### config.mk
export PLATFORM = sky130hd
export DESIGN_NAME = wallace_mac_sequencer
export DESIGN_NICKNAME = d
export VERILOG_FILES = /design/src/rtl/wallace_mac_pkg.sv /design/src/rtl/wallace_mac_sequencer_mult.sv /design/src/rtl/wallace_mac_sequencer.sv
export SDC_FILE = /design/constraint.sdc
export NUM_CORES = 1
export LEC_CHECK = 0
export CAP_MARGIN = 10
export CORE_ASPECT_RATIO = 0.5
export CORE_UTILIZATION = 50
export CTS_CLUSTER_DIAMETER = 50
export DETAILED_ROUTE_END_ITERATION = 12
export PLACE_DENSITY = 0.75
export SETUP_SLACK_MARGIN = 0.2
export SLEW_MARGIN = 20
export SYNTH_ARGS = -nofsm -noshare
export SYNTH_HDL_FRONTEND = slang
export SYNTH_SLANG_ARGS = --single-unit
### constraint.sdc
create_clock -name clk -period 5.5 [get_ports clk]
set_input_delay 1.1 -clock clk [delete_from_list [all_inputs] [get_ports clk]]
set_output_delay 1.1 -clock clk [all_outputs]
set_load 0.005 [all_outputs]
### src/rtl/wallace_mac_pkg.sv
// Shared definitions for the Wallace-tree multiply-accumulate sequencer.
//   - FSM state encoding (IDLE, FEED, DRAIN, DONE)
//   - default widths for the operand-pair count and the accumulator
package wallace_mac_pkg;

  localparam int LEN_W_DEF = 8;
  localparam int ACC_W_DEF = 24;

  typedef logic [1:0] mac_state_t;

  localparam mac_state_t IDLE  = 2'd0;
  localparam mac_state_t FEED  = 2'd1;
  localparam mac_state_t DRAIN = 2'd2;
  localparam mac_state_t DONE  = 2'd3;

endpackage

### src/rtl/wallace_mac_sequencer_mult.sv
// Combinational 8x8 unsigned Wallace tree multiplier.
//   a  in  8   multiplicand
//   b  in  8   multiplier
//   p  out 16  product a*b
// Eight partial-product rows are reduced with 3:2 carry-save layers
// (8 -> 6 -> 4 -> 3 -> 2 rows), then one carry-propagate add.
// All rows are kept 16 bits wide; the true product never exceeds 16 bits,
// so bits shifted past bit 15 by the carry rows are always zero.
module wallace_mult8 (
  input  logic [7:0]  a,
  input  logic [7:0]  b,
  output logic [15:0] p
);

  logic [15:0] pp [8];

  for (genvar i = 0; i < 8; i++) begin : g_pp
    assign pp[i] = {8'b0, a & {8{b[i]}}} << i;
  end

  // Layer 1: 8 rows -> 6 rows
  logic [15:0] s0, c0, s1, c1;
  assign s0 = pp[0] ^ pp[1] ^ pp[2];
  assign c0 = ((pp[0] & pp[1]) | (pp[0] & pp[2]) | (pp[1] & pp[2])) << 1;
  assign s1 = pp[3] ^ pp[4] ^ pp[5];
  assign c1 = ((pp[3] & pp[4]) | (pp[3] & pp[5]) | (pp[4] & pp[5])) << 1;

  // Layer 2: s0 c0 s1 c1 pp6 pp7 -> 4 rows
  logic [15:0] s2, c2, s3, c3;
  assign s2 = s0 ^ c0 ^ s1;
  assign c2 = ((s0 & c0) | (s0 & s1) | (c0 & s1)) << 1;
  assign s3 = c1 ^ pp[6] ^ pp[7];
  assign c3 = ((c1 & pp[6]) | (c1 & pp[7]) | (pp[6] & pp[7])) << 1;

  // Layer 3: s2 c2 s3 -> 2 rows, c3 passes through
  logic [15:0] s4, c4;
  assign s4 = s2 ^ c2 ^ s3;
  assign c4 = ((s2 & c2) | (s2 & s3) | (c2 & s3)) << 1;

  // Layer 4: s4 c4 c3 -> 2 rows
  logic [15:0] s5, c5;
  assign s5 = s4 ^ c4 ^ c3;
  assign c5 = ((s4 & c4) | (s4 & c3) | (c4 & c3)) << 1;

  assign p = s5 + c5;

endmodule

### src/rtl/wallace_mac_sequencer.sv
// Multiply-accumulate sequencer around the 8x8 Wallace tree multiplier.
//   clk, rst          clock, asynchronous active-high reset
//   start, len        begin a job of len operand pairs (sampled in IDLE only)
//   busy              high in every state except IDLE
//   a_data, b_data    operand pair; op_valid / op_ready stream handshake
//   acc_out           accumulated sum (wraps modulo 2^ACC_W), held until next start
//   acc_valid         result valid (DONE); acc_ready accepts it
//   overflow          sticky per job: an accumulate carried out of ACC_W
//   dbg_state         current FSM state, for observation only
// Handshakes: a transfer happens on a rising edge where valid and ready are
// both high; the sender holds data stable while valid is high and not yet
// accepted, and ready never depends combinationally on valid.
module wallace_mac_sequencer
  import wallace_mac_pkg::*;
#(
  parameter int LEN_W = LEN_W_DEF,
  parameter int ACC_W = ACC_W_DEF
) (
  input  logic             clk,
  input  logic             rst,
  input  logic             start,
  input  logic [LEN_W-1:0] len,
  output logic             busy,
  input  logic [7:0]       a_data,
  input  logic [7:0]       b_data,
  input  logic             op_valid,
  output logic             op_ready,
  output logic [ACC_W-1:0] acc_out,
  output logic             acc_valid,
  input  logic             acc_ready,
  output logic             overflow,
  output logic [1:0]       dbg_state
);

  mac_state_t       state, state_nxt;
  logic [LEN_W-1:0] rem;
  logic [7:0]       a_q, b_q;
  logic             p_vld;
  logic [15:0]      prod;
  logic [ACC_W-1:0] acc;
  logic             ovf;
  logic [ACC_W:0]   acc_sum;
  logic             hs;
  logic             job_start;

  wallace_mult8 u_mult (
    .a (a_q),
    .b (b_q),
    .p (prod)
  );

  assign hs        = op_valid & op_ready;
  assign job_start = (state == IDLE) & start;
  // Extra top bit of the sum is the carry out of the accumulator.
  assign acc_sum   = {1'b0, acc} + {{(ACC_W - 15){1'b0}}, prod};

  // State register
  always_ff @(posedge clk or posedge rst) begin
    if (rst) state <= IDLE;
    else     state <= state_nxt;
  end

  // Next-state logic
  always_comb begin
    state_nxt = state;
    case (state)
      IDLE:  if (start) state_nxt = (len != '0) ? FEED : DONE;
      FEED:  if (hs && rem == LEN_W'(1)) state_nxt = DRAIN;
      DRAIN: state_nxt = DONE;
      DONE:  if (acc_ready) state_nxt = IDLE;
      default: state_nxt = IDLE;
    endcase
  end

  // State-decoded outputs
  always_comb begin
    busy      = (state != IDLE);
    op_ready  = (state == FEED);
    acc_valid = (state == DONE);
    dbg_state = state;
  end

  // Counter, operand stage and accumulator
  always_ff @(posedge clk or posedge rst) begin
    if (rst) begin
      rem   <= '0;
      a_q   <= '0;
      b_q   <= '0;
      p_vld <= 1'b0;
      acc   <= '0;
      ovf   <= 1'b0;
    end else begin
      if (job_start)  rem <= len;
      else if (hs)    rem <= rem - LEN_W'(1);

      if (hs) begin
        a_q <= a_data;
        b_q <= b_data;
      end
      p_vld <= hs;

      // p_vld is always clear in IDLE, so a job start never races an accumulate.
      if (job_start) begin
        acc <= '0;
        ovf <= 1'b0;
      end else if (p_vld) begin
        acc <= acc_sum[ACC_W-1:0];
        if (acc_sum[ACC_W]) ovf <= 1'b1;
      end
    end
  end

  assign acc_out  = acc;
  assign overflow = ovf;

endmodule

==> results.toml, run 1 <==
[global_route]
grt_pass1_wl_mm = 19.72
antenna_found_initial = 0
grt_use_total_pct = 24.42
grt_max_degree = 53
overflow = 0
grt_pass1_vias = 3995

[critical_path]
crit_chain = "and2_4 -> fa_1 -> inv_1 -> fa_1 -> inv_2 -> fa_1 -> ha_4 -> ha_4 -> fa_2 -> a21oi_2 -> nor2b_1 -> o31a_1 -> or4_4 -> a2111o_1 -> nand3_2 -> ha_4 -> nand2_1 -> a311oi_4 -> buf_4 -> o21ai_2 -> mux2i_1"
worstReg2RegStart = "b_q[3]"
cp_max_fo = 7
critical-path-max-stage-delay_ns = 0.53
worst_ep_required_time_ns = 5.70
r2r_setup_slack_ns = -0.06
r2r_end = "acc_out[16]"
cp-start-kind = "flip-flop"
crit_start = "b_q[3]"
worstPathArrival_ns = 5.76
slowest_stage = "fa_1"
r2r_cells = 21
critPathKind = "flip-flop to flip-flop"
critPathCaptureType = "flip-flop"
cp-endpoint = "acc_out[16]"

[drt]
viasPerCell = 5.566
dr.first_iter.drc_count = 397
wl_per_cell_um = 16.25
drt_pass1_iterations = 5
wl_met2_mm = 5.489
drc = 0
wl_met3_um = 693
vias = 4230
drt_wl_total_mm = 12.35
m1WireLength_mm = 6.003
postRouteAntennaNets = 0
routed.top_layer = "met4"

[cells_and_area]
area_delta_synth_final_pct = 28.20
final_common_cell = "clkdlybuf4s50_1"
drive_above_1_share_pct = 19.20
multi_input_area_um2 = 3819
diodes = 0
regArea_um2 = 1310
nets = 744
fill_cells = 766
layout_common_cells = "clkdlybuf4s50_1, nand2_1, inv_1"

[clock_network]
htree_levels = 2
clock_latency_ns = 0.31
cts_root_buffer = "clkbuf_16"
tritoncts = "yes"
cts.clk_slew.worst_paths_ns = 0.08
hold_buffers = 0
clockBufferDepth = 2
cts_buffers = 5
clock-sinks = 52

[timing]
setup_viol = 7
min_period_ns = 5.561
finalMaxSlewViolations = 0
hold_violations = 0
rsz0062_at_grt = "true"
max_slew_margin_pct = 33.09
clock_skew_ns = 0.006637
fin_crit_sh_pct = 101.1
fmax_ghz = 0.1798
setup_slack_ns = -0.06070
worst_pin_slew_ns = 1.004

[synth]
synth_area_um2 = 5062
synth-seq-cells = 52
synth.distinct_cells = 49
avgSynthCellArea_um2 = 9.392
ys_warn_count = 0
ys_async_sr_fraction_pct = 100.0
syn-num-nets = 659
synthFlopType = "dfrtp_1"
synth_cells = 539
seq_area_frac_synth_pct = 25.70
synth_edf_count = 0

[outcome]
violations = "setup timing"
status = "finished with violations"

[floorplanning]
fp-row-count = 25
coreArea_um2 = 9634
initial_core_util_pct = 52.55
die_area_um2 = 10560
die_y_um = 73.15
die_x_um = 144.3
io_pins = 59

[place]
port_buffers = 58
gp_congestion = 0.9250
place_ws_ns = -0.1730
dp.final_hpwl_mm = 8.861

[job]
drv_cap = 0

[min_path]
hp-class = "flip-flop to flip-flop"
[logic make-up (layout without fill, tap and decap cells)]
group / Yosys count / count (layout) / synth area share, %
and+or+nand+nor: 186 / 186 / 19.18
muxes: 29 / 29 / 6.129
xor gates and xnor gates: 25 / 25 / 4.325
adders and majority gates: 91 / 91 / 28.42
buffers and inverters: 66 / 152 / 4.943
AOI/OAI and AO/OA: 90 / 90 / 11.29
DFF: 52 / 52 / 25.70
[final cells by class]
cell class,count,area share [%]
Clock buffer,5,1.928
Timing Repair Buffer,94,13.23
Sequential cell,52,20.19
Clock inverter,3,0.3277
Multi-Input combinational cell,421,58.84
Inverter,50,2.892
Tap cell,135,2.603
[per-stage QoR]
step                util (%)  hold slack [ns]  area (um^2)   TNS, ns  std cells
CTS                    65.26           0.5034         6287  -0.06942        757
floorplan                  -           0.4736         5091         0        539
finish                 67.36           0.4970         6490   -0.2832        760
global placement       62.10           0.4702         5983   -0.3818        744
global route           67.36           0.5416         6490    -2.098        760
detailed placement     62.10           0.4725         5983    -1.008        744
[state kept, by name (all words and copies together), names as in the netlist]
register and count:
a_q 8, acc_out 24, b_q 8, dbg_state 2
overflow 1, p_vld 1, rem 8
[cell usage after synthesis (all sizes together) (3+ instances only)]
cell type   n  area, um^2
a2111oi     3       26.28
a21o        8       60.06
a21oi      22       113.9
a31oi       9       56.30
and2       46       287.8
and3        6       37.54
buf         3       13.76
clkbuf     13       48.80
dfrtp      52        1301
fa         40       800.8
ha         51       638.1
inv        50       187.7
mux2       16       180.2
mux2i      13       130.1
nand2      55       206.5
nand2b      8       50.05
nand3      14       70.07
nand3b      3       22.52
nand4      10       62.56
nor2       21       78.83
nor2b       4       25.02
nor3        4       20.02
nor3b       3       22.52
nor4        6       37.54
o21ai      29       145.1
xnor2      15       131.4
xor2       10       87.58
[per-layer routing]
metal  GRT usage, %  up-vias
li1               -     2019
met1          35.92     2046
met2          37.61      145
met3          4.724       20
met4          4.561        0
met5              0        -
[worst min-delay path by stage]
stage	from	to	slack (ns)	depth (start not counted)
after floorplan	overflow	overflow	0.47	2
after global placement	overflow	overflow	0.47	2
after detailed placement	overflow	overflow	0.47	2
after CTS	overflow	overflow	0.50	2
after global routing	overflow	overflow	0.54	2
final	overflow	overflow	0.50	2
[timing repair]
| item | in CTS | in global routing |
|---|---|---|
| buffers inserted | 5 | 3 |
| pin swaps | 21 | 34 |
| hold endpoints to repair | 0 | 0 |
| resized for setup | 25 | 32 |
| endpoints found under the setup margin | 12 | 15 |
[worst max-delay path: cells and delay by family, from the launching register on]
family,cells,cell delay [ns]
AOI/OAI and AO/OA,5,1.26
adders and majority gates,7,2.45
buffers and inverters,3,0.27
DFF,1,0.46
muxes,1,0.12
and+or+nand+nor,5,0.89
Power of run 1 is left out: the tool's default activity adds up to more than one toggle a clock period on the data nets, which glitch-free logic cannot reach.
==> inputs of run 2 (changes only) <==
--- a/config.mk
+++ b/config.mk
@@ -6,11 +6,15 @@
 export NUM_CORES = 1
 export LEC_CHECK = 0
 export CAP_MARGIN = 10
+export CELL_PAD_IN_SITES_DETAIL_PLACEMENT = 1
+export CELL_PAD_IN_SITES_GLOBAL_PLACEMENT = 2
 export CORE_ASPECT_RATIO = 0.5
-export CORE_UTILIZATION = 50
+export CORE_UTILIZATION = 37
 export CTS_CLUSTER_DIAMETER = 50
 export DETAILED_ROUTE_END_ITERATION = 12
-export PLACE_DENSITY = 0.75
+export DONT_BUFFER_PORTS = 1
+export GPL_ROUTABILITY_DRIVEN = 0
+export PLACE_DENSITY_LB_ADDON = 0.1
 export SETUP_SLACK_MARGIN = 0.2
 export SLEW_MARGIN = 20
 export SYNTH_ARGS = -nofsm -noshare
==> run 2 against run 1 <==
Effect of this change: core utilization fell by 20 points; maximum frequency rose by 0.52%; flip-flop and latch count did not move; final area fell by 5.0%; critical path type unchanged; final cell count fell by 0.66%; clock skew rose by 0.0020 ns; first-iteration DRC count fell by 72%; critical endpoint unchanged; the run still ends with setup timing left; highest routed layer unchanged; global-route usage fell by 5.2 points; non-clock buffer count fell by 40; count of clock-buffer cells in the layout did not move; register-to-register slack improved by 0.03 ns.
==> results.toml, run 2 (synthesized netlist as in run 1, its figures left out) <==
[floorplanning]
initial_core_util_pct = 38.97
die_x_um = 167.4
die_area_um2 = 14180
coreArea_um2 = 12990
die_y_um = 84.71
io_pins = 59
fp-row-count = 29

[cells_and_area]
drive_above_1_share_pct = 24.79
largest_reg_flops = 24
fill_cells = 1479
layout_common_cells = "nand2_1, buf_4, inv_1"
nets = 704
final_common_cell = "nand2_1"
regArea_um2 = 1311
area_delta_synth_final_pct = 21.77
diodes = 0
multi_input_area_um2 = 3865

[drt]
viasPerCell = 5.321
drt_wl_total_mm = 13.03
postRouteAntennaNets = 0
vias = 4017
dr.first_iter.drc_count = 110
drt_pass1_iterations = 4
wl_per_cell_um = 17.26
drc = 0

[global_route]
grt_pass1_wl_mm = 21.70
antenna_found_initial = 0
grt_pass1_vias = 4260
grt_use_total_pct = 19.26
grt_max_degree = 53
overflow = 0

[min_path]
hp-class = "flip-flop to flip-flop"
hold_depth = 2

[place]
dp.final_hpwl_mm = 9.910
port_buffers = 0
place_ws_ns = -0.1866

[critical_path]
worst_ep_required_time_ns = 5.69
worstPathArrival_ns = 5.72
critPathCaptureType = "flip-flop"
critPathKind = "flip-flop to flip-flop"
r2r_cells = 20
cp_max_fo = 7
cp-start-kind = "flip-flop"
r2r_setup_slack_ns = -0.03

[clock_network]
cts.clk_slew.worst_paths_ns = 0.08
clockBufferDepth = 2
tritoncts = "yes"
cts_root_buffer = "clkbuf_16"
clock_latency_ns = 0.30
cts_buffers = 5
htree_levels = 2
clock-sinks = 52

[timing]
min_period_ns = 5.532
rsz0062_at_grt = "true"
fmax_ghz = 0.1808
worst_pin_slew_ns = 0.8767
finalMaxSlewViolations = 0
setup_slack_ns = -0.03212
fin_crit_sh_pct = 100.6
max_slew_margin_pct = 41.41
hold_violations = 0
setup_viol = 2
clock_skew_ns = 0.008627

[outcome]
status = "finished with violations"
violations = "setup timing"

[job]
drv_cap = 0
==> run 2: cell count changes in the layout (fill, tap and decap cells not counted), moves of 3 or more <==
cell and change:
ha_4 -3, clkdlybuf4s50_1 -58, nand2_1 -3, ha_1 +3
buf_4 +16
==> run 2: final timing paths <==
check	from	to
worst max-delay path	b_q[3]	acc_out[16]
worst min-delay path	overflow	overflow
worst max register to register	b_q[3]	acc_out[16]
worst min register to register	overflow	overflow
max in group asynchronous	rst	a_q[1]
min in group asynchronous	rst	acc_out[12]
==> run 2: what timing repair did <==
item | in CTS | in global routing
endpoints found under the setup margin | 12 | 15
setup buffers | 8 | 7
hold buffers | 0 | 0
pin swaps | 23 | 24
gates resized for setup | 37 | 37
==> run 2: critical path: stages, from the launching register on <==
cell and delay [ns]:
dfrtp_2 0.46, and2_1 0.20, fa_2 0.56, inv_1 0.04, fa_1 0.47, fa_2 0.57
inv_1 0.04, ha_1 0.32, fa_2 0.38, a21oi_2 0.16, nor2b_1 0.07, o31a_1 0.27
or4_4 0.45, a2111o_1 0.39, nand3_2 0.12, ha_4 0.17, nand2_4 0.06, a311oi_4 0.31
buf_4 0.18, o21ai_2 0.06, mux2i_1 0.13
==> run 2: layout make-up <==
class	instances	share of cell area [%]
Sequential cell	52	21.27
Tap cell	170	3.450
Clock inverter	3	0.6901
Multi-Input combinational cell	421	62.70
Clock buffer	5	2.030
Inverter	50	3.044
Timing Repair Buffer	54	6.820
==> run 2: layer usage <==
metal | up-vias | share of wire (%) | GRT usage (%)
met1 | 2037 | 52 | 28.16
met2 | 52 | 44 | 30.00
met5 | - | 0 | 0
li1 | 1924 | - | -
met4 | 0 | 0.40 | 2.335
met3 | 4 | 3.4 | 4.008
==> run 2: metrics by stage <==
stage / util [%] / TNS [ns] / hold WS, ns / cell area [um^2] / instances
6_report: 47.46 / -0.05447 / 0.5299 / 6165 / 755
5_1_grt: 47.46 / -1.869 / 0.5785 / 6165 / 755
4_1_cts: 45.59 / -0.006946 / 0.5339 / 5922 / 748
3_5_place_dp: 42.56 / -1.226 / 0.5057 / 5529 / 732
3_3_place_gp: 42.56 / -0.6516 / 0.5040 / 5529 / 732
2_1_floorplan: - / 0 / 0.4736 / 5091 / 539
Power of run 2 is left out for the same reason.
==> inputs of run 3 (changes only) <==
--- a/config.mk
+++ b/config.mk
@@ -9,7 +9,7 @@
 export CELL_PAD_IN_SITES_DETAIL_PLACEMENT = 1
 export CELL_PAD_IN_SITES_GLOBAL_PLACEMENT = 2
 export CORE_ASPECT_RATIO = 0.5
-export CORE_UTILIZATION = 37
+export CORE_UTILIZATION = 44
 export CTS_CLUSTER_DIAMETER = 50
 export DETAILED_ROUTE_END_ITERATION = 12
 export DONT_BUFFER_PORTS = 1
==> constraint.sdc (replaced) <==
create_clock -name clk -period 7.2 [get_ports clk]
set_input_delay 1.44 -clock clk [delete_from_list [all_inputs] [get_ports clk]]
set_output_delay 1.44 -clock clk [all_outputs]
set_load 0.005 [all_outputs]
==> run 3 against run 2 <==
Effect of this change: the run now ends clean; critical path type unchanged; count of clock-buffer cells in the layout unchanged; worst setup slack better by 0.93 ns; highest routed layer unchanged; clock skew about the same; core utilization up 0.85 points; routed wire length down 7.4%; via count down 5.6%; flip-flop and latch count unchanged; largest cell class unchanged.
==> results.toml, run 3 (synthesized netlist as in run 1, its figures left out) <==
[critical_path]
cp_max_fo = 9
critical-path-max-stage-delay_ns = 0.54
crit_chain = "and2_1 -> fa_1 -> inv_1 -> fa_1 -> inv_1 -> fa_1 -> ha_1 -> ha_1 -> fa_1 -> a21oi_2 -> nor2b_1 -> o31a_1 -> or4_4 -> a2111o_1 -> nand3_1 -> ha_1 -> a21oi_1 -> o21ai_0 -> o21ai_0 -> mux2i_1"
worst_ep_required_time_ns = 7.43
critPathCaptureType = "flip-flop"
cp_common_cell = "fa_1"
worstPathArrival_ns = 6.53
critPathKind = "flip-flop to flip-flop"
slowest_stage = "fa_1"
cp-start-kind = "flip-flop"

[timing]
tns_ns = 0
worst_pin_slew_ns = 0.8363
max_slew_margin_pct = 44.11
fmax_ghz = 0.1587
hold_violations = 0
finalMaxSlewViolations = 0
clock_skew_ns = 0.008597
fin_crit_sh_pct = 87.51
rsz0062_at_grt = "false"
setup_viol = 0
min_period_ns = 6.301

[cells_and_area]
final_common_cell = "nand2_1"
drive_above_1_share_pct = 6.742
largest_reg_flops = 24
layout_common_cells = "nand2_1, dfrtp_1, ha_1"
nets = 653
area_delta_synth_final_pct = 5.734
diodes = 0

[global_route]
grt_pass1_wl_mm = 20.38
antenna_found_initial = 0
grt_use_total_pct = 21.84
overflow = 0
grt_max_degree = 53
grt_pass1_vias = 3989

[clock_network]
cts.clk_slew.worst_paths_ns = 0.08
clock-sinks = 52
htree_levels = 2
hold_buffers = 0
cts_setup_buffers = 0
clock_latency_ns = 0.30
cts_root_buffer = "clkbuf_16"
clockBufferDepth = 2
tritoncts = "yes"
ctsResizeCount = 0
cts_buffers = 5

[floorplanning]
fp-row-count = 27
initial_core_util_pct = 45.69
die_x_um = 153.7
die_area_um2 = 11960
io_pins = 59
die_y_um = 77.85
coreArea_um2 = 11080

[place]
port_buffers = 0
dp.final_hpwl_mm = 9.573

[drt]
postRouteAntennaNets = 0
wl_per_cell_um = 17.76
drc = 0
dr.first_iter.drc_count = 135
viasPerCell = 5.583
drt_pass1_iterations = 4
drt_wl_total_mm = 12.06
vias = 3791

[job]
drv_cap = 0

[min_path]
hp-class = "flip-flop to flip-flop"

[outcome]
status = "completed"
-- run 3: cell count changes in the layout (fill, tap and decap cells not counted), sizes merged --
cell | previous run | this run
clkinv | 1 | 2
clkinvlp | 1 | 0
inv | 50 | 51
buf | 54 | 3
bufinv | 1 | 0
-- run 3: stage by stage --
stage / instance area, um^2 / util (%) / setup WS [ns] / hold slack (ns) / std cells
after floorplan: 5062 / - / 1.556 / 0.4736 / 539
after global placement: 5204 / 46.96 / 0.9724 / 0.4937 / 671
after detailed placement: 5204 / 46.96 / 0.8718 / 0.4956 / 671
after CTS: 5351 / 48.29 / 0.8605 / 0.5248 / 679
after global routing: 5353 / 48.31 / 0.5459 / 0.5458 / 679
final: 5353 / 48.31 / 0.8994 / 0.5210 / 679
-- run 3: worst max-delay path, delay by kind of cell (launching register included) --
family                     cells  cell delay [ns]
adders and majority gates      7             2.72
AOI/OAI and AO/OA              6             1.82
and+or+nand+nor                4             0.86
DFF                            1             0.49
muxes                          1             0.22
buffers and inverters          2             0.11
-- run 3: final timing paths --
check	start	endpoint	slack [ns]	cells past startpoint
worst max-delay path	b_q[3]	acc_out[16]	0.90	20
worst min-delay path	overflow	overflow	0.52	2
worst max register to register	b_q[3]	acc_out[16]	0.90	20
worst min register to register	overflow	overflow	0.52	2
max in group asynchronous	rst	a_q[0]	5.52	2
min in group asynchronous	rst	rem[3]	1.22	2
-- run 3: metal layers --
metal,global-route usage (%),wire length (um)
met5,0,0
met3,5.028,603
met1,31.59,6201
met4,4.400,68
met2,33.18,5188
-- run 3: cell type report --
| class | count | area (um^2) |
|---|---|---|
| tap | 145 | 181.4 |
| fill | 1270 | 5728 |
| inverter | 50 | 187.7 |
| timing repair buffer | 3 | 22.52 |
| sequential | 52 | 1301 |
| clock inverter | 3 | 22.52 |
| multi-input combinational | 421 | 3512 |
| clock buffer | 5 | 125.1 |
Power of run 3 is left out for the same reason.
